--- src/rtl/uart_echo_fifo.sv ---
// rtl/uart_echo_fifo.sv - UART receiver, word FIFO and transmitter echoing good frames
module uart_echo_fifo #(
  parameter int CLK_FREQ   = 50000000,
  parameter int UART_BPS   = 115200,
  parameter int DATA_BITS  = 8,
  parameter int PARITY     = 0,
  parameter int STOP_BITS  = 1,
  parameter int FIFO_DEPTH = 16,
  localparam int AW = $clog2(FIFO_DEPTH)
) (
  input  logic          sys_clk,
  input  logic          sys_rst_n,
  input  logic          uart_rxd,
  output logic          uart_txd,
  output logic          frame_err,
  output logic          parity_err,
  output logic          rx_overflow,
  output logic [AW:0]   fifo_level
);

  localparam int BPS_CNT = CLK_FREQ / UART_BPS;
  localparam int CW      = $clog2(STOP_BITS * BPS_CNT + 1);
  localparam logic [CW-1:0] HALF     = CW'(BPS_CNT / 2);
  localparam logic [CW-1:0] BIT_END  = CW'(BPS_CNT - 1);
  localparam logic [CW-1:0] STOP_END = CW'(STOP_BITS * BPS_CNT - 1);
  localparam logic [2:0]    LAST_BIT = 3'(DATA_BITS - 1);
  localparam logic [AW:0]   FULL_LVL = (AW+1)'(FIFO_DEPTH);
  localparam logic          HAS_PAR  = (PARITY != 0);

  typedef enum logic [2:0] {RX_IDLE, RX_START, RX_DATA, RX_PAR, RX_STOP} rx_state_t;
  typedef enum logic [2:0] {TX_IDLE, TX_LOAD, TX_START, TX_DATA, TX_PAR, TX_STOP} tx_state_t;

  // Odd parity makes data+parity carry an odd count of ones; even the opposite.
  function automatic logic calc_par(input logic [DATA_BITS-1:0] d);
    return (PARITY == 1) ? ~^d : ^d;
  endfunction

  logic [2:0]           rx_sync_q;
  rx_state_t            rx_state_q, rx_state_d;
  logic [CW-1:0]        rx_cnt_q, rx_cnt_d;
  logic [2:0]           rx_bit_q, rx_bit_d;
  logic [DATA_BITS-1:0] rx_data_q, rx_data_d;
  logic                 rx_par_q, rx_par_d;
  logic                 rx_stop_q, rx_stop_d;
  logic                 rx_done_q, rx_done_d;

  tx_state_t            tx_state_q, tx_state_d;
  logic [CW-1:0]        tx_cnt_q, tx_cnt_d;
  logic [2:0]           tx_bit_q, tx_bit_d;
  logic [DATA_BITS-1:0] tx_data_q, tx_data_d;
  logic                 txd_q, txd_d;

  logic [DATA_BITS-1:0] mem [FIFO_DEPTH];
  logic [DATA_BITS-1:0] rdata_q;
  logic [AW-1:0]        wr_ptr_q, rd_ptr_q;
  logic [AW:0]          level_q, level_d;

  logic rx_bit, rx_fall, par_bad, wr_req, fifo_full, fifo_rd, fifo_wr;

  assign rx_bit  = rx_sync_q[1];
  assign rx_fall = rx_sync_q[2] & ~rx_sync_q[1];

  // A finished frame is judged in the cycle after the stop-bit sample.
  assign par_bad     = HAS_PAR & (rx_par_q != calc_par(rx_data_q));
  assign frame_err   = rx_done_q & ~rx_stop_q;
  assign parity_err  = rx_done_q & rx_stop_q & par_bad;
  assign wr_req      = rx_done_q & rx_stop_q & ~par_bad;
  assign fifo_full   = (level_q == FULL_LVL);
  assign fifo_rd     = (tx_state_q == TX_IDLE) && (level_q != '0);
  assign fifo_wr     = wr_req & (~fifo_full | fifo_rd);
  assign rx_overflow = wr_req & fifo_full & ~fifo_rd;
  assign fifo_level  = level_q;
  assign uart_txd    = txd_q;

  // Two-flop synchroniser plus a history flop for falling-edge detection.
  always_ff @(posedge sys_clk or negedge sys_rst_n) begin
    if (!sys_rst_n) rx_sync_q <= 3'b111;
    else            rx_sync_q <= {rx_sync_q[1:0], uart_rxd};
  end

  // RX next state: sample each bit at mid-bit, counting from the start-bit midpoint.
  always_comb begin
    rx_state_d = rx_state_q;
    rx_cnt_d   = rx_cnt_q + 1'b1;
    rx_bit_d   = rx_bit_q;
    rx_data_d  = rx_data_q;
    rx_par_d   = rx_par_q;
    rx_stop_d  = rx_stop_q;
    rx_done_d  = 1'b0;
    case (rx_state_q)
      RX_IDLE: begin
        rx_cnt_d = '0;
        if (rx_fall) rx_state_d = RX_START;
      end
      RX_START: begin
        if (rx_cnt_q == HALF) begin
          rx_cnt_d   = '0;
          rx_bit_d   = '0;
          rx_state_d = rx_bit ? RX_IDLE : RX_DATA;
        end
      end
      RX_DATA: begin
        if (rx_cnt_q == BIT_END) begin
          rx_cnt_d  = '0;
          rx_data_d = {rx_bit, rx_data_q[DATA_BITS-1:1]};
          if (rx_bit_q == LAST_BIT) rx_state_d = HAS_PAR ? RX_PAR : RX_STOP;
          else                      rx_bit_d   = rx_bit_q + 3'd1;
        end
      end
      RX_PAR: begin
        if (rx_cnt_q == BIT_END) begin
          rx_cnt_d   = '0;
          rx_par_d   = rx_bit;
          rx_state_d = RX_STOP;
        end
      end
      RX_STOP: begin
        if (rx_cnt_q == BIT_END) begin
          rx_stop_d  = rx_bit;
          rx_done_d  = 1'b1;
          rx_state_d = RX_IDLE;
        end
      end
      default: rx_state_d = RX_IDLE;
    endcase
  end

  // RX state registers.
  always_ff @(posedge sys_clk or negedge sys_rst_n) begin
    if (!sys_rst_n) begin
      rx_state_q <= RX_IDLE;
      rx_cnt_q   <= '0;
      rx_bit_q   <= '0;
      rx_data_q  <= '0;
      rx_par_q   <= 1'b0;
      rx_stop_q  <= 1'b1;
      rx_done_q  <= 1'b0;
    end else begin
      rx_state_q <= rx_state_d;
      rx_cnt_q   <= rx_cnt_d;
      rx_bit_q   <= rx_bit_d;
      rx_data_q  <= rx_data_d;
      rx_par_q   <= rx_par_d;
      rx_stop_q  <= rx_stop_d;
      rx_done_q  <= rx_done_d;
    end
  end

  // FIFO storage and registered read port; contents need no reset.
  always_ff @(posedge sys_clk) begin
    if (fifo_wr) mem[wr_ptr_q] <= rx_data_q;
    if (fifo_rd) rdata_q <= mem[rd_ptr_q];
  end

  // Occupancy: a simultaneous write and read leaves the level unchanged.
  always_comb begin
    level_d = level_q;
    case ({fifo_wr, fifo_rd})
      2'b10:   level_d = level_q + 1'b1;
      2'b01:   level_d = level_q - 1'b1;
      default: level_d = level_q;
    endcase
  end

  // FIFO pointers and level.
  always_ff @(posedge sys_clk or negedge sys_rst_n) begin
    if (!sys_rst_n) begin
      wr_ptr_q <= '0;
      rd_ptr_q <= '0;
      level_q  <= '0;
    end else begin
      if (fifo_wr) wr_ptr_q <= wr_ptr_q + 1'b1;
      if (fifo_rd) rd_ptr_q <= rd_ptr_q + 1'b1;
      level_q <= level_d;
    end
  end

  // TX next state; the line value is derived from the next state so txd is registered.
  always_comb begin
    tx_state_d = tx_state_q;
    tx_cnt_d   = tx_cnt_q + 1'b1;
    tx_bit_d   = tx_bit_q;
    tx_data_d  = tx_data_q;
    case (tx_state_q)
      TX_IDLE: begin
        tx_cnt_d = '0;
        if (level_q != '0) tx_state_d = TX_LOAD;
      end
      TX_LOAD: begin
        tx_cnt_d   = '0;
        tx_data_d  = rdata_q;
        tx_state_d = TX_START;
      end
      TX_START: begin
        if (tx_cnt_q == BIT_END) begin
          tx_cnt_d   = '0;
          tx_bit_d   = '0;
          tx_state_d = TX_DATA;
        end
      end
      TX_DATA: begin
        if (tx_cnt_q == BIT_END) begin
          tx_cnt_d = '0;
          if (tx_bit_q == LAST_BIT) tx_state_d = HAS_PAR ? TX_PAR : TX_STOP;
          else                      tx_bit_d   = tx_bit_q + 3'd1;
        end
      end
      TX_PAR: begin
        if (tx_cnt_q == BIT_END) begin
          tx_cnt_d   = '0;
          tx_state_d = TX_STOP;
        end
      end
      TX_STOP: begin
        if (tx_cnt_q == STOP_END) tx_state_d = TX_IDLE;
      end
      default: tx_state_d = TX_IDLE;
    endcase
    case (tx_state_d)
      TX_START: txd_d = 1'b0;
      TX_DATA:  txd_d = tx_data_d[tx_bit_d];
      TX_PAR:   txd_d = calc_par(tx_data_d);
      default:  txd_d = 1'b1;
    endcase
  end

  // TX state registers; reset forces the line idle immediately.
  always_ff @(posedge sys_clk or negedge sys_rst_n) begin
    if (!sys_rst_n) begin
      tx_state_q <= TX_IDLE;
      tx_cnt_q   <= '0;
      tx_bit_q   <= '0;
      tx_data_q  <= '0;
      txd_q      <= 1'b1;
    end else begin
      tx_state_q <= tx_state_d;
      tx_cnt_q   <= tx_cnt_d;
      tx_bit_q   <= tx_bit_d;
      tx_data_q  <= tx_data_d;
      txd_q      <= txd_d;
    end
  end

endmodule

--- config.mk ---
export PLATFORM = sky130hd
export DESIGN_NAME = uart_echo_fifo
export DESIGN_NICKNAME = d
export VERILOG_FILES = /design/src/rtl/uart_echo_fifo.sv
export SDC_FILE = /design/constraint.sdc
export NUM_CORES = 1
export LEC_CHECK = 0
export BUFFER_PORTS_ARGS = -buffer_cell sky130_fd_sc_hd__buf_2
export CORE_ASPECT_RATIO = 1.2
export CORE_UTILIZATION = 60
export DETAILED_ROUTE_END_ITERATION = 7
export GPL_TIMING_DRIVEN = 0
export PLACE_DENSITY = 0.72
export SLEW_MARGIN = 20
export SYNTH_ARGS = -nofsm -noshare
export SYNTH_HDL_FRONTEND = slang
export SYNTH_SLANG_ARGS = --single-unit
--- constraint.sdc ---
create_clock -name sys_clk -period 7.56 [get_ports sys_clk]
set_input_delay 0.756 -clock sys_clk [delete_from_list [all_inputs] [get_ports sys_clk]]
set_output_delay 0.756 -clock sys_clk [all_outputs]
set_load 0.03 [all_outputs]
== Word-level counts from Yosys, hierarchy flattened ==
Memory sizes are Yosys's and may differ from the RTL's. A register that Yosys moved wholly into a read port is not among the register bits.
Index checks and enable logic that the tools add are counted.
Word-level totals
  input port bits: 3
  memories kept: 1
  memory bits (writable): 128
  register bits after elaboration: 65
  logic and storage cells: 114
Memories
  mem: words 16, width 8, read ports 1, clocked after Yosys merged registers in 1, write ports 1, RTL line 53  | logic [DATA_BITS-1:0] mem [FIFO_DEPTH];
Operators by class
  bitwise logic cells: 11
  equal/unequal tests: 27
  add/subtract/negate cells: 8
  $lt $le $gt $ge: 1
  mux-type cells: 37
  reductions and logical operators: 14
Operator list (number)
  3-bit two-way mux: 18
  9-bit two-way mux: 3
  9-bit case mux with 3 select lines: 1
  9-bit by 1-bit adder with 9-bit output, second input constant: 2
  3-bit by 2-bit == test with 1-bit output, second input constant: 6
  3-bit == test, second input constant: 6
  9-bit == test, second input constant: 2
  3-bit case mux with 6 select lines: 1
  9-bit case mux with 2 select lines: 1
  3-bit case mux with 5 select lines: 1
  2-bit != test, second input constant: 7
  3-bit case mux with 2 select lines: 2
  5-bit case mux with 2 select lines: 1
  9-bit by 8-bit == test with 1-bit output, second input constant: 1
  4-bit by 1-bit adder with 4-bit output, second input constant: 2
  8-bit two-way mux: 1
  8-bit XOR reduction: 1
  3-bit by 1-bit adder with 3-bit output, second input constant: 2
  1-bit AND: 6
  3-bit by 1-bit == test with 1-bit output, second input constant: 2
  3-bit logical NOT: 2
  6-bit AND reduction: 1
  5-bit by 1-bit adder with 5-bit output, second input constant: 1
  5-bit == test, second input constant: 1
  other kinds (17): 27

== Depth between registers and ports, before layout ==
  depth in word-level cells: 7
  depth in mapped cells: 13
  mapped depth without buffers: 12

== Worst setup path before layout ==
Ideal clock, no wire load.
  kind: reg2reg
  start: register level_q[1] (netlist: fifo_level[1])
  end: register level_q[4] (netlist: fifo_level[4])
  slack: 4711 ps
  required time: 7418 ps
  path buffers: 0
  arrival time: 2706 ps
  stages on the path, launching flop included: 13
  period minus slack after synthesis: 2849 ps
  cells stage by stage: dfrtp_1 -> or4_1 -> o21ai_2 -> inv_2 -> nand2_2 -> inv_1 -> ha_1 -> nor2b_1 -> o21ai_0 -> and2_1 -> a31oi_1 -> a22oi_1 -> o21ai_0
Between the ends
  cells in the longest elaborated chain, start to end: 6
  elaborated cells between the ends (all ways): 12
  those cells by class: add/sub (2); eq/ne (3); mux (1); bitwise (3); reduce/logical (3)
Ends and longest elaborated chain
  start, declared: RTL line 56  | logic [AW:0] level_q, level_d;
  start signal, assigned: RTL line 174  | level_q <= level_d;
  5-bit nonzero test *: RTL line 69  | assign fifo_rd = (tx_state_q == TX_IDLE) && (level_q != '0);
  1-bit logical AND *: RTL line 69
  named net fifo_rd: RTL line 58  | logic rx_bit, rx_fall, par_bad, wr_req, fifo_full, fifo_rd, fifo_wr;
  1-bit bitwise OR: RTL line 70  | assign fifo_wr = wr_req & (~fifo_full | fifo_rd);
  1-bit AND: RTL line 70
  2-bit by 1-bit == test with 1-bit output / 2-bit == test (equally long branches): RTL line 158  | case ({fifo_wr, fifo_rd})
  5-bit case mux with 2 select lines / 2-bit nonzero test (equally long branches)
The timed path passes the listed nets; every way through them passes the cells marked *.
A chain may end at the register's enable or synchronous reset.

== Worst setup path in the final report ==
  start: register level_q[0] (netlist: fifo_level[0])
  end: register level_q[4] (netlist: fifo_level[4])
The elaborated chain is that of the path after synthesis.

==> out/results.txt <==
Sequential share of the synthesized area -> 67.4%
Synth warn -> 0
Synth Register Bits -> 201
Setup crit end kind -> register
Final worst-path cycle share -> 40.5%
Comb pwr share -> 3.5%
Yosys top cell by area -> edfxtp_1
CP most frequent cell -> o21ai_0
Design Area, Final -> 0.00937 sq mm
IO Port Bufs -> 10
M1 GR Usage -> 30.2%
Worst Tran Pin Value -> 0.858 ns
Sw frac -> 20.4%
Routed WL -> 15.5 mm
TritonCTS Buffers -> 20
Most common cell after layout, fill and taps aside -> edfxtp_1
Synthesized net count -> 535
WP data arrival -> 3.42 ns
Site row count -> 47
Routability cong. -> 0.838
Worst Setup Slack, final -> 4.50 ns
Clock sink count -> 201
Int Pwr -> 1.72 mW
Mapped cell area -> 0.00848 sq mm
Netlist cell types -> 66
Wire per inst -> 21.1 um
Max rail drop VDD -> 0.171 mV
Post-DP Area -> 0.00878 sq mm
Worst Setup Start Kind -> register
Layout cells sized above 1 -> 21.5%
Area contributors post-synth -> edfxtp_1 (48%), dfrtp_1 (18%), mux4_2 (11%)
ANT cells -> 0
Crit-path slowest cell -> or4_1
Area occupied by multi-input gates -> 0.00263 sq mm
H-tree depth -> 1
DR iter-0 viols -> 343
Pre-CTS setup slack -> 4.53 ns
RSZ-0062 raised after global routing -> false
Core region area -> 0.0138 sq mm
Die area -> 0.0146 sq mm
# hold bufs at CTS -> 0
Sequential Power Share -> 55.2%
Vias per cell -> 6.10
Overall routing resource usage -> 22.7%
Syn Area/Cell -> 16.4 sq um
Run status -> finished, final reports clean
Post-CTS Setup Inserts -> 0
Number of synthesized flops with an enable pin -> 136
Gate Count Post-Synth -> 516
Starting Density -> 61.3%
Min Clock Period, post-route -> 3.06 ns
DP Wirelength -> 10.2 mm
P per Cell Area -> 230 mW/mm^2
Antenna violations before repair -> 0
Synth Flop Type -> edfxtp_1
Final Skew -> 0.0124 ns
Clock-pin slew on the worst setup and hold paths -> 0.06 ns
Yosys top cell area share -> 48.2%
First-pass DRT Iterations -> 5
Crit-path max cell delay -> 0.54 ns
Clk pwr share -> 41.2%
Tightest Hold Check Type -> input pin to async pin
Delay-heaviest family, CP -> simple AND/OR/NAND/NOR gates
Reg area -> 0.00572 sq mm
Vias in the first global route -> 4683
GR Overflow Total -> 0
Met2 Track Usage GR -> 38.8%
Die Width -> 111 um
Ys async rst share -> 32.3%
Post-layout utilization of the core -> 67.8%
Layout Nets -> 568
Dpl cells -> 698
Lkg Pwr -> 3.03 nW
Final setup vio count -> 0
Final Hold Vio Count -> 0
Final TNS setup -> 0 ns
Max-slew headroom -> 42.8%
DRC Markers -> 0
Max Freq -> 326 MHz
Crit Path Category -> register to register
Post-Layout Cell Count -> 734
Root buffer cell -> clkbuf_16
Die Ht -> 132 um
Clock insertion delay at the later pin of the skew report -> 0.48 ns
Post-cts resize count -> 0
MaxCap Viol Count -> 0
Critical Path RT -> 7.92 ns
First-pass GRT wire length -> 25.3 mm
Leading cell types in the layout, fill and taps excluded -> edfxtp_1 (136), dfrtp_1 (60), mux4_2 (40), nor2_1 (37), nand2_1 (23)
Global routing's busiest layer -> met2
Crit Path Max Fanout -> 12
Area Overhead vs Synth -> 10.5%
Post-DRT Antenna Nets -> 0
Via count -> 4479
Slew Limit Fails -> 0
Crit-path cells -> or4_1 -> o21ai_2 -> inv_2 -> nand2_2 -> inv_1 -> ha_1 -> nor2b_1 -> o21ai_0 -> and2_1 -> a31oi_1 -> a22oi_1 -> o21ai_0
Max Buffers Root-to-Sink -> 3
M3 GR Usage -> 3.36%
Fillers -> 896
CTS tree -> done
Largest net degree at the start of global routing -> 44
Top Ports -> 12
Worst path buffer plus inverter count -> 2
Net Sw Power -> 439 uW
power by group through the flow:
stage | combinational (mW) | clock (mW) | sequential (mW)
after global placement | 0.0714 | 0 | 1.21
final | 0.0759 | 0.889 | 1.19
after global routing | 0.0866 | 0.947 | 1.19
after CTS | 0.0759 | 0.904 | 1.19
after detailed placement | 0.0755 | 0 | 1.21
after floorplan | 0.0547 | 0 | 1.21
state kept, by name, indices dropped and copies added, names as in the netlist:
register    flops
rx_state_q      3
uart_txd        1
rx_bit_q        3
tx_data_q       8
mem           128
tx_state_q      3
tx_bit_q        3
tx_cnt_q        9
wr_ptr_q        4
rx_sync_q       3
rx_done_q       1
fifo_level      5
rdata_q         8
rx_data_q       8
rx_cnt_q        9
rd_ptr_q        4
rx_stop_q       1
Yosys cell counts (3+ instances only):
library cell / instances
clkbuf_1: 8
edfxtp_1: 136
nand2_1: 23
a21oi_1: 3
a22oi_1: 3
dfrtp_1: 60
inv_1: 19
nor2b_1: 4
or3_1: 3
a31oi_1: 3
ha_1: 15
nand2b_1: 4
dfstp_2: 5
xnor2_1: 19
nand3_1: 11
nor3_1: 8
mux4_2: 40
nor2_1: 37
nand4_1: 5
o21ai_0: 11
mux2_2: 19
xor2_1: 11
and2_1: 9
a211o_1: 3
buf_2: 6
and3_1: 4
stage by stage:
stage / hold WS, ns / power (mW)
floorplan: 0.345 / 1.26
global placement: 0.347 / 1.28
detailed placement: 0.350 / 1.29
CTS: 0.173 / 2.17
global route: 0.187 / 2.23
finish: 0.180 / 2.15
logic make-up after synthesis:
family                     synth area share (%)
xor gates and xnor gates                   3.10
muxes                                      13.4
other                                    0.0442
AOI/OAI and AO/OA                          3.47
buffers and inverters                      1.77
DFF                                        67.4
adders and majority gates                  2.45
and+or+nand+nor                            8.32
worst register-to-register path, stage by stage, from the launching register on:
cell	delay (ns)
dfrtp_1	0.44
or4_1	0.54
o21ai_2	0.29
inv_2	0.20
nand2_2	0.11
inv_1	0.09
ha_1	0.32
nor2b_1	0.14
o21ai_0	0.21
and2_1	0.22
a31oi_1	0.11
a22oi_1	0.17
o21ai_0	0.10
worst paths after layout:
| path | start | cells after the start | slack (ns) | end |
|---|---|---|---|---|
| worst max-delay path | fifo_level[0] | 12 | 4.50 | fifo_level[4] |
| worst min-delay path | sys_rst_n | 1 | 0.18 | tx_bit_q[2] |
| worst max register to register | fifo_level[0] | 12 | 4.50 | fifo_level[4] |
| worst min register to register | rx_sync_q[0] | 0 | 0.35 | rx_sync_q[1] |
| max in group asynchronous | sys_rst_n | 2 | 6.79 | rx_sync_q[1] |
| min in group sys_clk | rx_sync_q[0] | 0 | 0.35 | rx_sync_q[1] |
cell type report:
type	count	share of cell area (%)
Buffer	17	0.801
Clock buffer	30	5.97
Clock inverter	6	0.254
Inverter	20	0.801
Multi-Input combinational cell	278	28.1
Sequential cell	201	61.0
Tap cell	171	2.28
Timing Repair Buffer	11	0.775
per-layer routing:
metal | routed length, um | up-vias
met5 | 0 | -
met4 | 322 | 0
met3 | 698 | 23
met2 | 8130 | 117
met1 | 6360 | 2312
li1 | - | 2027
(Power assumes the default switching activity.)
